$ cat src/rtl/prog_fetch.sv
// prog_fetch: instruction-fetch sequencer feeding the control unit from a synchronous program ROM
module prog_fetch #(
    parameter int ADDR_W = 5,
    parameter logic [8:0] HALT_WORD = 9'h1FF
) (
    input  logic              Clock,
    input  logic              Resetn,
    input  logic              Enable,
    input  logic              IR_in,
    input  logic              Done,
    output logic [ADDR_W-1:0] mem_addr,
    input  logic [8:0]        mem_rdata,
    output logic [8:0]        DIN,
    output logic              Run,
    output logic              Halted,
    output logic [ADDR_W-1:0] pc,
    output logic [7:0]        retired
);
    typedef enum logic [2:0] {IDLE, FETCH, LATCH, ISSUE, IMM, EXEC, HALT} state_t;
    localparam logic [2:0] OP_MVI = 3'b001;
    localparam logic [ADDR_W-1:0] PC_ONE = 1;
    state_t state_q, state_d;
    logic [ADDR_W-1:0] pc_q, pc_d;
    logic [8:0] ir_q, ir_d;
    logic [7:0] retired_q, retired_d;
    // state, program counter, instruction and retire counter registers
    always_ff @(posedge Clock or negedge Resetn) begin
        if (!Resetn) begin
            state_q   <= IDLE;
            pc_q      <= '0;
            ir_q      <= '0;
            retired_q <= '0;
        end else begin
            state_q   <= state_d;
            pc_q      <= pc_d;
            ir_q      <= ir_d;
            retired_q <= retired_d;
        end
    end
    // next-state logic; outputs decode from state so reset clears them at once
    always_comb begin
        state_d   = state_q;
        pc_d      = pc_q;
        ir_d      = ir_q;
        retired_d = retired_q;
        mem_addr  = pc_q;
        DIN       = '0;
        Run       = 1'b0;
        Halted    = 1'b0;
        case (state_q)
            IDLE:  state_d = Enable ? FETCH : IDLE;
            FETCH: state_d = LATCH;
            LATCH: begin
                ir_d    = mem_rdata;
                state_d = (mem_rdata == HALT_WORD) ? HALT : ISSUE;
            end
            ISSUE: begin
                DIN      = ir_q;
                Run      = 1'b1;
                mem_addr = pc_q + PC_ONE;
                if (IR_in) begin
                    pc_d    = pc_q + PC_ONE;
                    state_d = (ir_q[8:6] == OP_MVI) ? IMM : EXEC;
                end
            end
            IMM: begin
                DIN  = mem_rdata;
                pc_d = pc_q + PC_ONE;
                if (Done) begin
                    retired_d = retired_q + 8'd1;
                    state_d   = Enable ? FETCH : IDLE;
                end else begin
                    state_d = EXEC;
                end
            end
            EXEC: begin
                if (Done) begin
                    retired_d = retired_q + 8'd1;
                    state_d   = Enable ? FETCH : IDLE;
                end
            end
            HALT:    Halted = 1'b1;
            default: state_d = IDLE;
        endcase
    end
    assign pc      = pc_q;
    assign retired = retired_q;
endmodule

$ cat config.mk
export PLATFORM = sky130hd
export DESIGN_NAME = prog_fetch
export DESIGN_NICKNAME = d
export VERILOG_FILES = /design/src/rtl/prog_fetch.sv
export SDC_FILE = /design/constraint.sdc
export NUM_CORES = 1
export LEC_CHECK = 0
export BUFFER_PORTS_ARGS = -buffer_cell sky130_fd_sc_hd__buf_2
export CAP_MARGIN = 20
export CORE_ASPECT_RATIO = 1.4
export CORE_MARGIN = 3
export CORE_UTILIZATION = 35
export CTS_CLUSTER_DIAMETER = 100
export CTS_CLUSTER_SIZE = 16
export DETAILED_ROUTE_END_ITERATION = 8
export PLACE_DENSITY = 0.63
export SYNTH_ARGS = -nofsm -noshare
export SYNTH_HDL_FRONTEND = slang
export SYNTH_SLANG_ARGS = --single-unit
$ cat constraint.sdc
create_clock -name Clock -period 2.8 [get_ports Clock]
set_input_delay 0.42 -clock Clock [delete_from_list [all_inputs] [get_ports Clock]]
set_output_delay 0.42 -clock Clock [all_outputs]
set_load 0.005 [all_outputs]
== Yosys cells after proc, flatten, opt, wreduce, memory -nomap -nowiden ==
Index checks and enable logic that the tools add are counted.

* Flip-flop bits (word level): 25

* Mux-type cells: 13
* Reduce and logical (&&, ||, !) cells: 6
* Eq/ne operators: 10
* Bitwise operators: 1
* Add/subtract/negate cells: 2

{| class="wikitable"
|+ Operators by type and width
! cell !! count
|-
| 3-bit case mux with 7 select lines || 1
|-
| 9-bit case mux with 2 select lines || 1
|-
| 3-bit two-way mux || 4
|-
| 5-bit two-way mux || 2
|-
| 5-bit case mux with 2 select lines || 1
|-
| 3-bit == test (second input constant) || 3
|-
| 9-bit == test (second input constant) || 1
|-
| 8-bit by 1-bit adder with 8-bit output (second input constant) || 1
|-
| 3-bit by 1-bit == test with 1-bit output (second input constant) || 2
|-
| 3-bit by 2-bit == test with 1-bit output (second input constant) || 2
|-
| 5-bit by 1-bit adder with 5-bit output (second input constant) || 1
|-
| 1-bit two-way mux || 4
|-
| 2-bit inequality test (second input constant) || 2
|-
| 2-bit AND reduction || 2
|-
| 3-bit logical NOT || 1
|-
| 3-bit AND reduction || 1
|-
| 2-bit nonzero test || 1
|-
| 2-bit OR reduction || 1
|-
| 1-bit inverter || 1
|}

== Logic depth before layout (Yosys ltp) ==
Gate-level depths: netlist of run 1.

* Word-level depth: 4
* Mapped depth: 5

== Least setup slack after synthesis of run 1 ==
OpenSTA, ideal clock, no wires.

* Path kind: flip-flop to output port
* Start point: register state_q[0]
* End point: output DIN[1]
* Arrival time: 1135 ps
* Stages on the path, launching flop included: 5
* Slack: 1245 ps
* Data required time: 2380 ps
* Path buffers: 2
* Cell sequence: dfrtp_1 > and3b_1 > buf_2 > buf_4 > a22o_1

* Cells in the longest elaborated chain, start to end: 2
* Elaborated cells on any way between the ends: 3
* Classes of those cells: eq/ne (2); mux (1)

{| class="wikitable"
|+ RTL lines
! what !! line !! text
|-
| start, declared || 22 || <nowiki>state_t state_q, state_d;</nowiki>
|-
| start signal, assigned || 34 || <nowiki>state_q <= state_d;</nowiki>
|-
| 3-bit == test / 3-bit by 2-bit == test with 1-bit output (equally long branches) || 50 || <nowiki>case (state_q)</nowiki>
|-
| 9-bit case mux with 2 select lines (*) || 50 ||
|-
| end, declared || 13 || <nowiki>output logic [8:0] DIN,</nowiki>
|}

Every way passes the cells marked *; elsewhere a longest branch is shown, timed or not.

== Worst setup path after layout of run 1 ==
* Start point: register state_q[2]
* End point: output mem_addr[1]

* Cells in the longest elaborated chain, start to end: 2

{| class="wikitable"
|+ RTL lines
! what !! line !! text
|-
| 3-bit by 2-bit == test with 1-bit output || 50 ||
|-
| 5-bit two-way mux || 50 ||
|-
| end, declared || 11 || <nowiki>output logic [ADDR_W-1:0] mem_addr,</nowiki>
|}

Every way passes these cells.

==> key figures, run 1 <==
Finish
  – Area Growth Syn to Fin: 20.15%
  – Share of layout cells above drive strength 1: 43.14%
  – ANT cells: 0
  – Fillers: 368
  – Nets@finish: 170
  – Fin cells: 195

Global route
  – Top Usage Layer GRT: met2
  – Met2 usage in global routing: 22.26%
  – Met1 GRT Util: 16.68%
  – Initial antenna violation count: 0
  – First-pass GRT wire length: 4.747 mm
  – Grt total ovfl: 0
  – Global Route met3 Usage: 2.104%
  – Vias in the first global route: 1040
  – GR Util All Layers: 12.93%
  – Pin count of the biggest net entering global routing: 26

Timing
  – Slew Limit Fails: 0
  – Hold WS: 0.1333 ns
  – RSZ-0062 raised after global routing: no
  – Setup TNS: 0 ns
  – Fin crit period: 2.307 ns
  – Final Hold Viols: 0
  – Final Skew: 0.006603 ns
  – Final setup vio count: 0
  – Slew of the pin with the lowest slew margin: 0.5651 ns
  – Worst setup margin: 0.4929 ns
  – Slew HR: 62.33%
  – Final Cycle Share: 82.40%
  – Maximum clock frequency: 0.4334 GHz

Place
  – Final GP Congestion: 0.7560
  – Post-Place Worst Slack: 0.7964 ns
  – IO buf count: 42
  – Post-detail-place hpwl: 2.100 mm
  – Inst Count DP: 191

Floorplan
  – Overall die width: 58.56 µm
  – Total core area: 0.003676 mm²
  – FP Rows: 26
  – # IOs: 43
  – Starting Density: 36.83%
  – Die ar.: 0.004661 mm²
  – Die H: 79.59 µm

Clock network
  – CTS tree: done
  – Root Driver: clkbuf_8
  – Clock Sinks: 25
  – Cts bufs inserted: 3
  – Worst skew pair latency: 0.26 ns
  – Hold buffer count at CTS: 0
  – CTS max path bufs: 2
  – Cts repair resizes: 0
  – Post-CTS Setup Inserts: 0
  – H-tree levels: 1
  – Clock-pin slew on the worst setup and hold paths: 0.09 ns

Run
  – Max Cap Viol: 0

Synth
  – Post-synth top area share: 46.21%
  – Sequential share of the synthesized area: 46.21%
  – Synth async-reset ratio: 100.0%
  – Top_reg_cell synth: dfrtp_1
  – Gate Count Post-Synth: 112
  – Synth area leaders: dfrtp_1 (46%), mux2_2 (8.3%), xnor2_1 (7.8%)
  – Yosys reg bits: 25
  – Netlist cell types: 35
  – Synth Net Count: 128
  – Cell taking the most area after synthesis: dfrtp_1
  – Yosys warnings: 0
  – Post-Syn Area per Cell: 12.09 µm²
  – Number of synthesized flops with an enable pin: 0
  – Mapped Area: 0.001354 mm²

Critical path
  – Combined buffer and inverter count along the critical path: 1
  – Critical Path Sink Type: output pin
  – Max stage delay on crit path: 0.56 ns
  – CP Data Arrival Time: 1.89 ns
  – CP required: 2.38 ns
  – Crit-path max FO: 12
  – Slowest-stage cell, CP: dfrtp_1
  – R2R Setup Slk: 1.01 ns
  – Cell family with most CP delay: flip-flops
  – Crit-path cells: and3b_1 -> mux2_2 -> buf_2
  – Worst setup SP type: flop
  – Crit path kind: reg -> out

Power and ir drop
  – Pwr Density: 1011 mW/mm²
  – Lkg Pwr: 0.8147 nW
  – Maximum VDD drop: 0.0005136 V

Run status
  – Status: finished clean

Min path
  – Hold Path Class: in -> async

Routing
  – Vias: 1023
  – Antenna-violating nets left: 0
  – Initial DRC Count: 33
  – Total routed wirelength: 2.814 mm
  – Drt wl/cell: 14.43 µm
  – Drt pass-1 iters: 4
  – DRC Markers: 0
  – Vias/cell: 5.246
-- state kept, by name, summed over array words and instances, names as in the netlist --
name	flops
ir_q	9
pc	5
retired	8
state_q	3
-- worst reg2reg max path, stage by stage, from the launching register on --
cell	delay, ns
dfrtp_1	0.65
nor3b_4	0.59
nor2_2	0.13
mux2_4	0.31
-- layout by cell type (no fill, tap or decap), types with 2 or more instances in the layout --
master     instances
ha_1               2
buf_2             42
dfrtp_1           25
xnor2_1           12
mux2_2            10
o2111ai_1          2
and3_1             2
nand4_1            6
nand3_1            2
nor4_2             2
clkbuf_8           3
nand2_1           10
and3b_1            2
inv_1              2
xor2_1             3
a22o_1             9
-- area by class of cell --
cell class                      instances  area, µm²  share of cell area [%]
Clock buffer                            4      45.04                   2.769
Timing Repair Buffer                   43      217.7                   13.38
Inverter                                2      7.507                  0.4615
Multi-Input combinational cell         79      678.2                   41.69
Tap cell                               42      52.55                   3.231
Sequential cell                        25      625.6                   38.46
-- synthesized netlist by cell type (3+ instances only) --
| cell | count |
|---|---|
| a22o_1 | 9 |
| buf_4 | 3 |
| dfrtp_1 | 25 |
| mux2_2 | 10 |
| nand2_1 | 10 |
| nand4_1 | 6 |
| xnor2_1 | 12 |
| xor2_1 | 3 |
-- through the flow --
| step | cell area [µm²] | total power [mW] | util, % |
|---|---|---|---|
| 2_1_floorplan | 1354 | 1.191 | - |
| 3_3_place_gp | 1582 | 1.429 | 43.02 |
| 3_5_place_dp | 1582 | 1.443 | 43.02 |
| 4_1_cts | 1627 | 1.667 | 44.25 |
| 5_1_grt | 1627 | 1.780 | 44.25 |
| 6_report | 1627 | 1.644 | 44.25 |
-- per-layer routing --
layer,routed length [µm],share of wire (%),vias to the layer above
met4,13,0.46,0
met2,1408,50,35
met1,1216,43,493
met5,0,0,-
li1,-,-,493
met3,175,6.2,2
-- worst paths after layout --
check | start | end | cells after the start
hold reg to reg | retired[7] | retired[7] | 1
setup / recovery | state_q[2] | mem_addr[1] | 3
hold / removal | Resetn | retired[3] | 1
max in group asynchronous | Resetn | ir_q[1] | 1
min in group Clock | mem_rdata[2] | ir_q[2] | 2
setup reg to reg | state_q[2] | pc[1] | 3
-- kinds of logic (layout without fill, tap and decap cells) --
group                    count (synthesis)  count (layout)  share of synthesized area (%)
AND/OR/NAND/NOR                         32              32                          17.28
AO/OA/AOI/OAI                           19              19                          11.83
flip-flops                              25              25                          46.21
XOR/XNOR                                15              15                          9.705
multiplexers                            11              11                          9.427
adder cells (fa/ha/maj)                  2               2                          1.848
buffers and inverters                    8              49                          3.696
-- report_power, final --
group / internal [mW] / switching [mW] / leakage [nW]
Sequential: 0.504 / 0.190 / 0.311
Clock: 0.102 / 0.114 / 0.0228
Combinational: 0.427 / 0.306 / 0.481
Power figures use the tool's default switching activity.
==> run 2, diff against run 1 <==
==> constraint.sdc (replaced) <==
create_clock -name Clock -period 2.2 [get_ports Clock]
set_input_delay 0.33 -clock Clock [delete_from_list [all_inputs] [get_ports Clock]]
set_output_delay 0.33 -clock Clock [all_outputs]
set_load 0.005 [all_outputs]
==> run 2 against run 1 <==
  * Sequential power up 24%
  * Die area unchanged
  * Worst hold slack worse by 0.093 ns
  * First-iteration DRC count down 18%
  * Setup slack worse by 0.33 ns
  * Utilization up 0.24 points
  * Global-route usage down 0.15 points
  * Non-clock buffer count up 1
  * Sequential cell count unchanged
  * Routed wire length down 1.7%
  * Sequential share of layout area down 0.21 points
  * Largest cell class unchanged
  * Highest routed layer unchanged
==> key figures, run 2 (same netlist as run 1, synthesis figures left out) <==
Routing
  – Drt pass-1 iters: 3
  – Total routed wirelength: 2.767 mm
  – Initial DRC Count: 27
  – Drt wl/cell: 14.12 µm
  – Vias: 1017
  – Vias/cell: 5.189
  – Antenna-violating nets left: 0
  – DRC Markers: 0

Clock network
  – Root Driver: clkbuf_8
  – Worst skew pair latency: 0.27 ns
  – H-tree levels: 1
  – CTS max path bufs: 2
  – Cts repair resizes: 0
  – Post-CTS Setup Inserts: 0
  – Clock-pin slew on the worst setup and hold paths: 0.09 ns
  – CTS tree: done
  – Hold buffer count at CTS: 0
  – Cts bufs inserted: 3
  – Clock Sinks: 25

Finish
  – Reg with most FFs: ir_q
  – Area Growth Syn to Fin: 20.79%
  – ANT cells: 0
  – Fin cells: 196
  – Final Util: 44.49%
  – Max reg flops: 9
  – Commonest non-fill, non-tap cells in the layout: buf_2 (42), dfrtp_1 (25), xnor2_1 (12)
  – Share of layout cells above drive strength 1: 44.16%
  – Nets@finish: 171
  – Most common cell after layout, fill and taps aside: buf_2

Critical path
  – Combined buffer and inverter count along the critical path: 1
  – Slowest-stage cell, CP: dfrtp_1
  – Cell family with most CP delay: flip-flops
  – Crit-path max FO: 12
  – CP required: 1.87 ns
  – Crit path kind: reg -> out
  – CP Data Arrival Time: 1.70 ns
  – Worst setup SP type: flop
  – Max stage delay on crit path: 0.59 ns
  – Crit-path cells: and3b_1 -> mux2_2 -> buf_2
  – Critical Path Sink Type: output pin

Power and ir drop
  – Lkg Pwr: 0.8227 nW
  – Tot Pwr: 2.095 mW
  – Pwr Density: 1281 mW/mm²
  – Maximum VDD drop: 0.0006001 V

Min path
  – Hold Path Class: in -> async

Global route
  – Initial antenna violation count: 0
  – First-pass GRT wire length: 4.650 mm
  – Vias in the first global route: 1020
  – Grt total ovfl: 0
  – Pin count of the biggest net entering global routing: 26
  – GR Util All Layers: 12.78%

Timing
  – Slew Limit Fails: 0
  – Maximum clock frequency: 0.4918 GHz
  – Hold WS: 0.04006 ns
  – Final setup vio count: 0
  – RSZ-0062 raised after global routing: no
  – Final Cycle Share: 92.42%
  – Fin crit period: 2.033 ns
  – Final Hold Viols: 0
  – Slew HR: 61.72%
  – Slew of the pin with the lowest slew margin: 0.5742 ns
  – Final Skew: 0.006038 ns
  – Setup TNS: 0 ns

Floorplan
  – Total core area: 0.003676 mm²
  – Starting Density: 36.83%
  – FP Rows: 26
  – Die H: 79.59 µm
  – Overall die width: 58.56 µm
  – Die ar.: 0.004661 mm²
  – # IOs: 43

Place
  – IO buf count: 42
  – Inst Count DP: 192
  – Post-detail-place hpwl: 2.027 mm
  – Final GP Congestion: 0.7857

Run status
  – Status: finished clean

Run
  – Max Cap Viol: 0
-- run 2: cell types whose count changed in the layout (fill, tap and decap cells not counted), sizes merged --
cell,delta
clkbuf,-1
clkinv,+1
buf,+1
-- run 2: path summary, 6_finish.rpt --
path	depth (start not counted)	endpoint	start	slack, ns
hold reg to reg	1	retired[7]	retired[7]	0.47
setup / recovery	3	mem_addr[1]	state_q[1]	0.17
hold / removal	1	retired[7]	Resetn	0.04
min in group Clock	2	ir_q[4]	mem_rdata[4]	0.31
max in group asynchronous	1	ir_q[6]	Resetn	1.78
setup reg to reg	3	pc[1]	state_q[1]	0.62
-- run 2: final cells by class --
type | instances | area [µm²]
fill | 356 | 2041
multi-input combinational | 79 | 678.2
sequential | 25 | 625.6
timing repair buffer | 44 | 225.2
tap | 42 | 52.55
clock buffer | 3 | 41.29
inverter | 2 | 7.507
clock inverter | 1 | 5.005
-- run 2: metrics by stage --
stage          cell area (µm²)  worst slack [ns]
6_report                  1635            0.1667
5_1_grt                   1635           0.04349
4_1_cts                   1635            0.1591
3_5_place_dp              1589            0.4750
3_3_place_gp              1589            0.5078
2_1_floorplan             1354            0.7352
-- run 2: layer usage --
metal	GRT usage [%]	share of wire [%]	vias up
li1	-	-	494
met1	15.23	44	486
met4	4.872	1.2	0
met5	0	0	-
met2	22.04	49	33
met3	2.589	6.3	4
-- run 2: power by group --
group	internal (mW)	total [mW]	switching (mW)
logic	0.551	0.954	0.403
clock network	0.127	0.280	0.153
registers	0.642	0.862	0.220
